### src/rtl/mc_ctrl_pkg.sv
// Shared encodings for the multicycle RV32I control path:
// states, opcodes, ALU operations and datapath selects.
package mc_ctrl_pkg;

  typedef enum logic [2:0] {
    S_RST    = 3'd0,
    S_FETCH  = 3'd1,
    S_DECODE = 3'd2,
    S_EXEC   = 3'd3,
    S_MEM    = 3'd4,
    S_WB     = 3'd5,
    S_TRAP   = 3'd6
  } state_e;

  typedef enum logic [3:0] {
    C_R, C_IALU, C_LOAD, C_STORE, C_BRANCH,
    C_JAL, C_JALR, C_LUI, C_AUIPC, C_BAD
  } opclass_e;

  localparam logic [6:0] OP_R      = 7'b0110011;
  localparam logic [6:0] OP_IALU   = 7'b0010011;
  localparam logic [6:0] OP_LOAD   = 7'b0000011;
  localparam logic [6:0] OP_STORE  = 7'b0100011;
  localparam logic [6:0] OP_BRANCH = 7'b1100011;
  localparam logic [6:0] OP_JAL    = 7'b1101111;
  localparam logic [6:0] OP_JALR   = 7'b1100111;
  localparam logic [6:0] OP_LUI    = 7'b0110111;
  localparam logic [6:0] OP_AUIPC  = 7'b0010111;

  localparam logic [3:0] ALU_ADD  = 4'd0;
  localparam logic [3:0] ALU_SUB  = 4'd1;
  localparam logic [3:0] ALU_SLL  = 4'd2;
  localparam logic [3:0] ALU_SLT  = 4'd3;
  localparam logic [3:0] ALU_SLTU = 4'd4;
  localparam logic [3:0] ALU_XOR  = 4'd5;
  localparam logic [3:0] ALU_SRL  = 4'd6;
  localparam logic [3:0] ALU_SRA  = 4'd7;
  localparam logic [3:0] ALU_OR   = 4'd8;
  localparam logic [3:0] ALU_AND  = 4'd9;

  localparam logic [1:0] PC_PC4  = 2'd0;
  localparam logic [1:0] PC_ALU  = 2'd1;
  localparam logic [1:0] PC_JALR = 2'd2;

  localparam logic [1:0] A_RS1  = 2'd0;
  localparam logic [1:0] A_PC   = 2'd1;
  localparam logic [1:0] A_ZERO = 2'd2;

  localparam logic [1:0] B_RS2  = 2'd0;
  localparam logic [1:0] B_IMM  = 2'd1;
  localparam logic [1:0] B_FOUR = 2'd2;

  localparam logic [1:0] WB_ALU = 2'd0;
  localparam logic [1:0] WB_MEM = 2'd1;
  localparam logic [1:0] WB_PC4 = 2'd2;

  function automatic logic [3:0] alu_fn(
    input logic [2:0] f3,
    input logic       alt
  );
    logic [3:0] op;
    unique case (f3)
      3'b000:  op = alt ? ALU_SUB : ALU_ADD;
      3'b001:  op = ALU_SLL;
      3'b010:  op = ALU_SLT;
      3'b011:  op = ALU_SLTU;
      3'b100:  op = ALU_XOR;
      3'b101:  op = alt ? ALU_SRA : ALU_SRL;
      3'b110:  op = ALU_OR;
      default: op = ALU_AND;
    endcase
    return op;
  endfunction

endpackage

### src/rtl/mc_op_decode.sv
// Opcode classifier: instruction fields to class, ALU op and
// legality flag for the control FSM.
module mc_op_decode
  import mc_ctrl_pkg::*;
(
  input  logic [6:0] opcode,
  input  logic [2:0] funct3,
  input  logic       funct7b5,
  output opclass_e   cls,
  output logic [3:0] alu_op,
  output logic       legal
);

  always_comb begin
    cls    = C_BAD;
    alu_op = ALU_ADD;
    legal  = 1'b1;
    unique case (1'b1)
      (opcode == OP_R): begin
        cls    = C_R;
        alu_op = alu_fn(funct3, funct7b5);
      end
      (opcode == OP_IALU): begin
        cls    = C_IALU;
        // only SRAI uses bit 30; ADDI must never become SUB
        alu_op = alu_fn(funct3,
                        funct7b5 && (funct3 == 3'b101));
      end
      (opcode == OP_LOAD):   cls = C_LOAD;
      (opcode == OP_STORE):  cls = C_STORE;
      (opcode == OP_BRANCH): cls = C_BRANCH;
      (opcode == OP_JAL):    cls = C_JAL;
      (opcode == OP_JALR):   cls = C_JALR;
      (opcode == OP_LUI):    cls = C_LUI;
      (opcode == OP_AUIPC):  cls = C_AUIPC;
      default:               legal = 1'b0;
    endcase
  end

endmodule

### src/rtl/multicycle_ctrl.sv
// Main control FSM of the multicycle RV32I core, with memory
// watchdog, sticky trap flags and retired-instruction counter.
module multicycle_ctrl
  import mc_ctrl_pkg::*;
#(
  parameter int MEM_WAIT_MAX = 16,
  parameter int INSTRET_W    = 32
) (
  input  logic                 clk,
  input  logic                 rst,
  input  logic [31:0]          inst,
  input  logic                 br_taken,
  input  logic                 mem_ready,
  output logic                 mem_req,
  output logic                 mem_we,
  output logic                 mem_addr_sel,
  output logic                 ir_we,
  output logic                 pc_we,
  output logic [1:0]           pc_sel,
  output logic [1:0]           alu_a_sel,
  output logic [1:0]           alu_b_sel,
  output logic [3:0]           alu_op,
  output logic                 reg_we,
  output logic [1:0]           wb_sel,
  output logic                 illegal,
  output logic                 timeout,
  output logic [2:0]           state_o,
  output logic [INSTRET_W-1:0] instret
);

  localparam int WDW =
    (MEM_WAIT_MAX < 2) ? 1 : $clog2(MEM_WAIT_MAX + 1);
  localparam logic [WDW-1:0] WD_LAST =
    WDW'((MEM_WAIT_MAX > 0) ? MEM_WAIT_MAX - 1 : 0);

  state_e               state_q, state_d;
  logic                 illegal_q, illegal_d;
  logic                 timeout_q, timeout_d;
  logic [INSTRET_W-1:0] instret_q, instret_d;
  logic [WDW-1:0]       wd_q, wd_d;

  opclass_e   cls;
  logic [3:0] dec_alu_op;
  logic       legal;
  logic       retire;
  logic       waiting;
  logic       wd_hit;
  logic       unused_inst;

  assign unused_inst = ^{inst[31], inst[29:15]};

  mc_op_decode u_dec (
    .opcode   (inst[6:0]),
    .funct3   (inst[14:12]),
    .funct7b5 (inst[30]),
    .cls      (cls),
    .alu_op   (dec_alu_op),
    .legal    (legal)
  );

  assign wd_hit = (MEM_WAIT_MAX != 0) && (wd_q == WD_LAST);

  always_comb begin
    state_d      = state_q;
    illegal_d    = illegal_q;
    timeout_d    = timeout_q;
    retire       = 1'b0;
    waiting      = 1'b0;
    mem_req      = 1'b0;
    mem_we       = 1'b0;
    mem_addr_sel = 1'b0;
    ir_we        = 1'b0;
    pc_we        = 1'b0;
    pc_sel       = PC_PC4;
    alu_a_sel    = A_RS1;
    alu_b_sel    = B_RS2;
    alu_op       = ALU_ADD;
    reg_we       = 1'b0;
    wb_sel       = WB_ALU;
    unique case (state_q)
      S_RST: state_d = S_FETCH;
      S_FETCH: begin
        mem_req = 1'b1;
        ir_we   = mem_ready;
        if (mem_ready) begin
          state_d = S_DECODE;
        end else begin
          waiting = 1'b1;
          if (wd_hit) begin
            state_d   = S_TRAP;
            timeout_d = 1'b1;
          end
        end
      end
      S_DECODE: begin
        if (legal) begin
          state_d = S_EXEC;
        end else begin
          state_d   = S_TRAP;
          illegal_d = 1'b1;
        end
      end
      S_EXEC: begin
        alu_op = dec_alu_op;
        unique case (cls)
          C_R: state_d = S_WB;
          C_IALU: begin
            alu_b_sel = B_IMM;
            state_d   = S_WB;
          end
          C_LOAD, C_STORE: begin
            alu_b_sel = B_IMM;
            state_d   = S_MEM;
          end
          C_LUI: begin
            alu_a_sel = A_ZERO;
            alu_b_sel = B_IMM;
            state_d   = S_WB;
          end
          C_AUIPC: begin
            alu_a_sel = A_PC;
            alu_b_sel = B_IMM;
            state_d   = S_WB;
          end
          C_BRANCH: begin
            alu_a_sel = A_PC;
            alu_b_sel = B_IMM;
            pc_we     = 1'b1;
            pc_sel    = br_taken ? PC_ALU : PC_PC4;
            state_d   = S_FETCH;
            retire    = 1'b1;
          end
          C_JAL: begin
            alu_a_sel = A_PC;
            alu_b_sel = B_IMM;
            pc_we     = 1'b1;
            pc_sel    = PC_ALU;
            reg_we    = 1'b1;
            wb_sel    = WB_PC4;
            state_d   = S_FETCH;
            retire    = 1'b1;
          end
          C_JALR: begin
            alu_b_sel = B_IMM;
            pc_we     = 1'b1;
            pc_sel    = PC_JALR;
            reg_we    = 1'b1;
            wb_sel    = WB_PC4;
            state_d   = S_FETCH;
            retire    = 1'b1;
          end
          default: begin
            state_d   = S_TRAP;
            illegal_d = 1'b1;
          end
        endcase
      end
      S_MEM: begin
        alu_b_sel    = B_IMM;
        mem_req      = 1'b1;
        mem_addr_sel = 1'b1;
        mem_we       = (cls == C_STORE);
        if (mem_ready) begin
          if (cls == C_STORE) begin
            pc_we   = 1'b1;
            state_d = S_FETCH;
            retire  = 1'b1;
          end else begin
            state_d = S_WB;
          end
        end else begin
          waiting = 1'b1;
          if (wd_hit) begin
            state_d   = S_TRAP;
            timeout_d = 1'b1;
          end
        end
      end
      S_WB: begin
        reg_we  = 1'b1;
        wb_sel  = (cls == C_LOAD) ? WB_MEM : WB_ALU;
        pc_we   = 1'b1;
        state_d = S_FETCH;
        retire  = 1'b1;
      end
      S_TRAP: state_d = S_TRAP;
      default: state_d = S_TRAP;
    endcase
    // x0 is never written
    if (inst[11:7] == 5'd0) reg_we = 1'b0;
  end

  always_comb begin
    wd_d = '0;
    if (waiting && (state_d == state_q)) wd_d = wd_q + 1'b1;
    instret_d = instret_q
              + {{(INSTRET_W-1){1'b0}}, retire};
  end

  always_ff @(posedge clk or posedge rst) begin
    if (rst) begin
      state_q   <= S_RST;
      illegal_q <= 1'b0;
      timeout_q <= 1'b0;
      instret_q <= '0;
      wd_q      <= '0;
    end else begin
      state_q   <= state_d;
      illegal_q <= illegal_d;
      timeout_q <= timeout_d;
      instret_q <= instret_d;
      wd_q      <= wd_d;
    end
  end

  assign illegal = illegal_q;
  assign timeout = timeout_q;
  assign state_o = state_q;
  assign instret = instret_q;

endmodule

### config.mk
export PLATFORM = sky130hd
export DESIGN_NAME = multicycle_ctrl
export DESIGN_NICKNAME = d
export VERILOG_FILES = /design/src/rtl/mc_ctrl_pkg.sv /design/src/rtl/mc_op_decode.sv /design/src/rtl/multicycle_ctrl.sv
export SDC_FILE = /design/constraint.sdc
export NUM_CORES = 1
export LEC_CHECK = 0
export CAP_MARGIN = 25
export CORE_ASPECT_RATIO = 0.75
export CORE_MARGIN = 2
export CORE_UTILIZATION = 30
export DETAILED_ROUTE_END_ITERATION = 12
export PLACE_DENSITY = 0.67
export RECOVER_POWER = 100
export REMOVE_ABC_BUFFERS = 1
export SYNTH_ARGS = -nofsm -noshare
export SYNTH_HDL_FRONTEND = slang
export SYNTH_SLANG_ARGS = --single-unit
### constraint.sdc
create_clock -name clk -period 3.77 [get_ports clk]
set_input_delay 0.9425 -clock clk [delete_from_list [all_inputs] [get_ports clk]]
set_output_delay 0.9425 -clock clk [all_outputs]
set_load 0.02 [all_outputs]
==> impl_summary.log <==
INFO  metric setup_viol = 0
INFO  metric run_status = finished with violations
INFO  metric floorplan.io_pins = 91
INFO  metric most_used_cells_in_the_layout_excluding_fill_and_tap_cells = dfrtp_1, dlygate4sd3_1, xnor2_1
INFO  metric final_critical_path_setup_slack = approximately 0.065 ns
INFO  metric fp.coreArea = 7780 sq um
INFO  metric maxSlewHeadroom = -47.1%
INFO  metric crit_arrival = 2.76 ns
INFO  metric total_leakage_power = around 1.6 nW
INFO  metric post_route_standard_cell_area_excluding_fillers = approximately 3500 sq um
INFO  metric post-route-period-util = a little over nine tenths
INFO  metric crit_path_start = inst[1]
INFO  metric cts_tree = done
INFO  metric worst_setup_path_end_kind = output port
INFO  metric track_usage = 14.0%
INFO  metric worstSetupEndpoint = alu_op[2]
INFO  metric die_area = between 8000 and 9000 sq um
INFO  metric synth-main-ff-cell = dfrtp_1
INFO  metric grt_first_pass_wirelength = slightly below 10 mm
INFO  metric fin_worst_skew = around 0.009 ns
INFO  metric seq_area_frac_synth = approximately 44%
INFO  metric fin_nets = between 300 and 400
INFO  metric routed_wire_length_per_instance = 13.1 um
INFO  metric start_util = 30.4%
INFO  metric tightest_hold_margin = between 0.4 and 0.5 ns
INFO  metric finish.utilization = approximately 45%
INFO  metric pre_cts_ws = -0.243 ns
INFO  metric post-layout-total-power = 966 uW
INFO  metric area_growth = 46.5%
INFO  metric synth_enable_flop_cells = 0
INFO  metric powerDensity = 279 nW/um^2
INFO  metric die-height = 80.9 um
INFO  metric achievable-frequency = roughly 270 MHz
INFO  metric totalNegativeSetupSlack = 0 ns
INFO  metric antenna_found_initial = 0
INFO  metric n_fill_cell = 791
INFO  metric mappedNetlistArea = about 2400 sq um
INFO  metric grt_pass1_vias = ~2,000
INFO  metric buffer_ports.inserted = 73
INFO  metric r2r.worst_path.cells = 13
INFO  metric cts_max_path_buffers = 2
INFO  metric worst_pin_slew = 2.21 ns
INFO  metric die-width = about 110 um
INFO  metric dp_hpwl = 4.51 mm
INFO  metric synthDistinctLibCells = 48
INFO  metric max_cap_viol_count = 1
INFO  metric finalHoldViolations = 0
INFO  metric post_route_non_filler_standard_cell_count = between 400 and 500
INFO  metric worst-endpoint-required = 2.83 ns
INFO  metric setup.worst_path.class = in2out
INFO  metric drc_violation_count_after_routing = 0
INFO  metric synth_cells = between 200 and 300
INFO  metric floorplan.rows = 28
INFO  metric synth_seq_cells = 42
INFO  metric cts.htree.levels = 2
INFO  metric r2r-end = instret[8]
INFO  metric violations = capacitance limit, slew limit
INFO  metric grt_start_max_net_pins = 43
INFO  metric placed_area = 3400 sq um
INFO  metric ant_nets = 0
INFO  metric cts.sink_count = 42
INFO  metric cts_root_buffer = clkbuf_8
INFO  metric grt_overflow = 0
INFO  metric cts_hold_repair.buffers = 0
INFO  metric avgViaCountPerCell = ~4.8
INFO  metric r2r_setup_slack = just over 0.8 ns
INFO  metric ys_warn_count = 0
INFO  metric worstSetupStartpointType = input pin
INFO  metric layout-drive-gt1-share = 12.5%
INFO  metric dr.first_iter.drc_count = between 50 and 60
INFO  metric worst_hold_path_type = reg2reg
INFO  metric synth.avg_cell_area = 9.38 sq um
INFO  metric placed_cells_incl_taps = 450
INFO  metric ir_worst_vdd = 198 uV
INFO  metric slew_viol_final = 43
INFO  metric number_of_buffers_added_by_the_clock_tree_synthesis_step = 5
INFO  metric async_reset_ff_share = between 90% and 100%
INFO  metric vias = between 2,000 and 2,500
INFO  metric antennaDiodeCount = 0
INFO  metric routabilityCongestion = roughly 0.87
INFO  metric drt_first_pass_iters = 4
INFO  metric critical_path.max_fanout = 4
INFO  metric cts.repair_timing.setup_buffer_count = 0
INFO  metric min_period = ~3.7 ns
INFO  metric worstSkewPairLatency = 0.29 ns
INFO  metric worst_setup_hold_path_clk_slew = about 0.08 ns
INFO  metric drt-total-wl = 5.99 mm
INFO  metric crit-reg2reg-launch = state_o[2]
## metal layers
| layer | global-route usage [%] | vias up | wire length (um) |
|---|---|---|---|
| met5 | 0 | - | 0 |
| met4 | 3.12 | 0 | 39 |
| met3 | 3.21 | 5 | 231 |
| met2 | 22.2 | 48 | 2810 |
| met1 | 19.7 | 1062 | 2910 |
| li1 | - | 1072 | - |
## worst max-delay path: stages
cell and delay (ns):
clkdlybuf4s50_1 0.52, and4_1 0.31, nand4_1 0.22, nor2_1 0.15, clkdlybuf4s50_1 0.62
## state kept, by name, indices dropped and copies added, names as in the netlist
signal / cells
wd_q: 5
instret: 32
state_o: 3
timeout: 1
illegal: 1
## power breakdown
part	switching (mW)	internal [mW]
sequential	0.00970	0.464
combinational	0.0695	0.0629
clock	0.148	0.212
total	0.227	0.739
## cell families after synthesis
family	after synthesis	synth area share [%]
simple gates	108	25.6
flops	42	44.4
compound gates	40	10.2
xor+xnor	35	13.0
buf+inv	21	4.07
fa+ha+maj	4	2.12
other cells	1	0.159
mux	1	0.423
## layout make-up
| type | instances | area [sq um] | share of cell area (%) |
|---|---|---|---|
| clock buffer | 6 | 82.6 | 2.38 |
| clock inverter | 1 | 30.0 | 0.867 |
| inverter | 9 | 33.8 | 0.975 |
| multi-input combinational | 189 | 1220 | 35.3 |
| sequential | 42 | 1050 | 30.3 |
| tap | 105 | 131 | 3.79 |
| timing repair buffer | 105 | 912 | 26.3 |
## synth_stat cells (2+ instances only)
cell,n,share of area [%]
dfrtp_1,42,44
xnor2_1,29,11
nor2_1,28,4.4
nand2_1,20,3.2
a21oi_1,16,3.4
nand3_1,13,2.8
inv_1,9,1.4
nand4_1,8,2.1
o21ai_0,7,1.5
xor2_1,6,2.2
buf_2,5,1.1
nand2b_1,5,1.3
and4_1,4,1.5
clkbuf_1,4,0.63
ha_1,4,2.1
and2_2,3,0.95
and3_1,3,0.79
and4_4,3,1.4
buf_4,3,0.95
nor3_1,3,0.63
o22ai_1,3,0.79
a211oi_1,2,0.63
a21o_1,2,0.63
and2_1,2,0.53
nand3b_1,2,0.63
nand4_2,2,1.1
nor4b_1,2,0.74
o21bai_1,2,0.63
## repair_timing
| action | 4_1_cts | 5_1_grt |
|---|---|---|
| hold endpoints to repair | 0 | 0 |
| gates resized for setup | 10 | 11 |
| setup endpoints to repair | 9 | 7 |
| cloned | 0 | 0 |
## worst min-delay path by stage
stage | start | end | slack, ns | depth (start not counted)
3_3_place_gp | wd_q[0] | wd_q[0] | 0.45 | 1
6_report | wd_q[0] | wd_q[0] | 0.47 | 1
2_1_floorplan | wd_q[0] | wd_q[0] | 0.43 | 1
4_1_cts | wd_q[0] | wd_q[0] | 0.47 | 1
5_1_grt | wd_q[0] | wd_q[0] | 0.50 | 1
3_5_place_dp | wd_q[0] | wd_q[0] | 0.46 | 1
(Power assumes the default switching activity.)
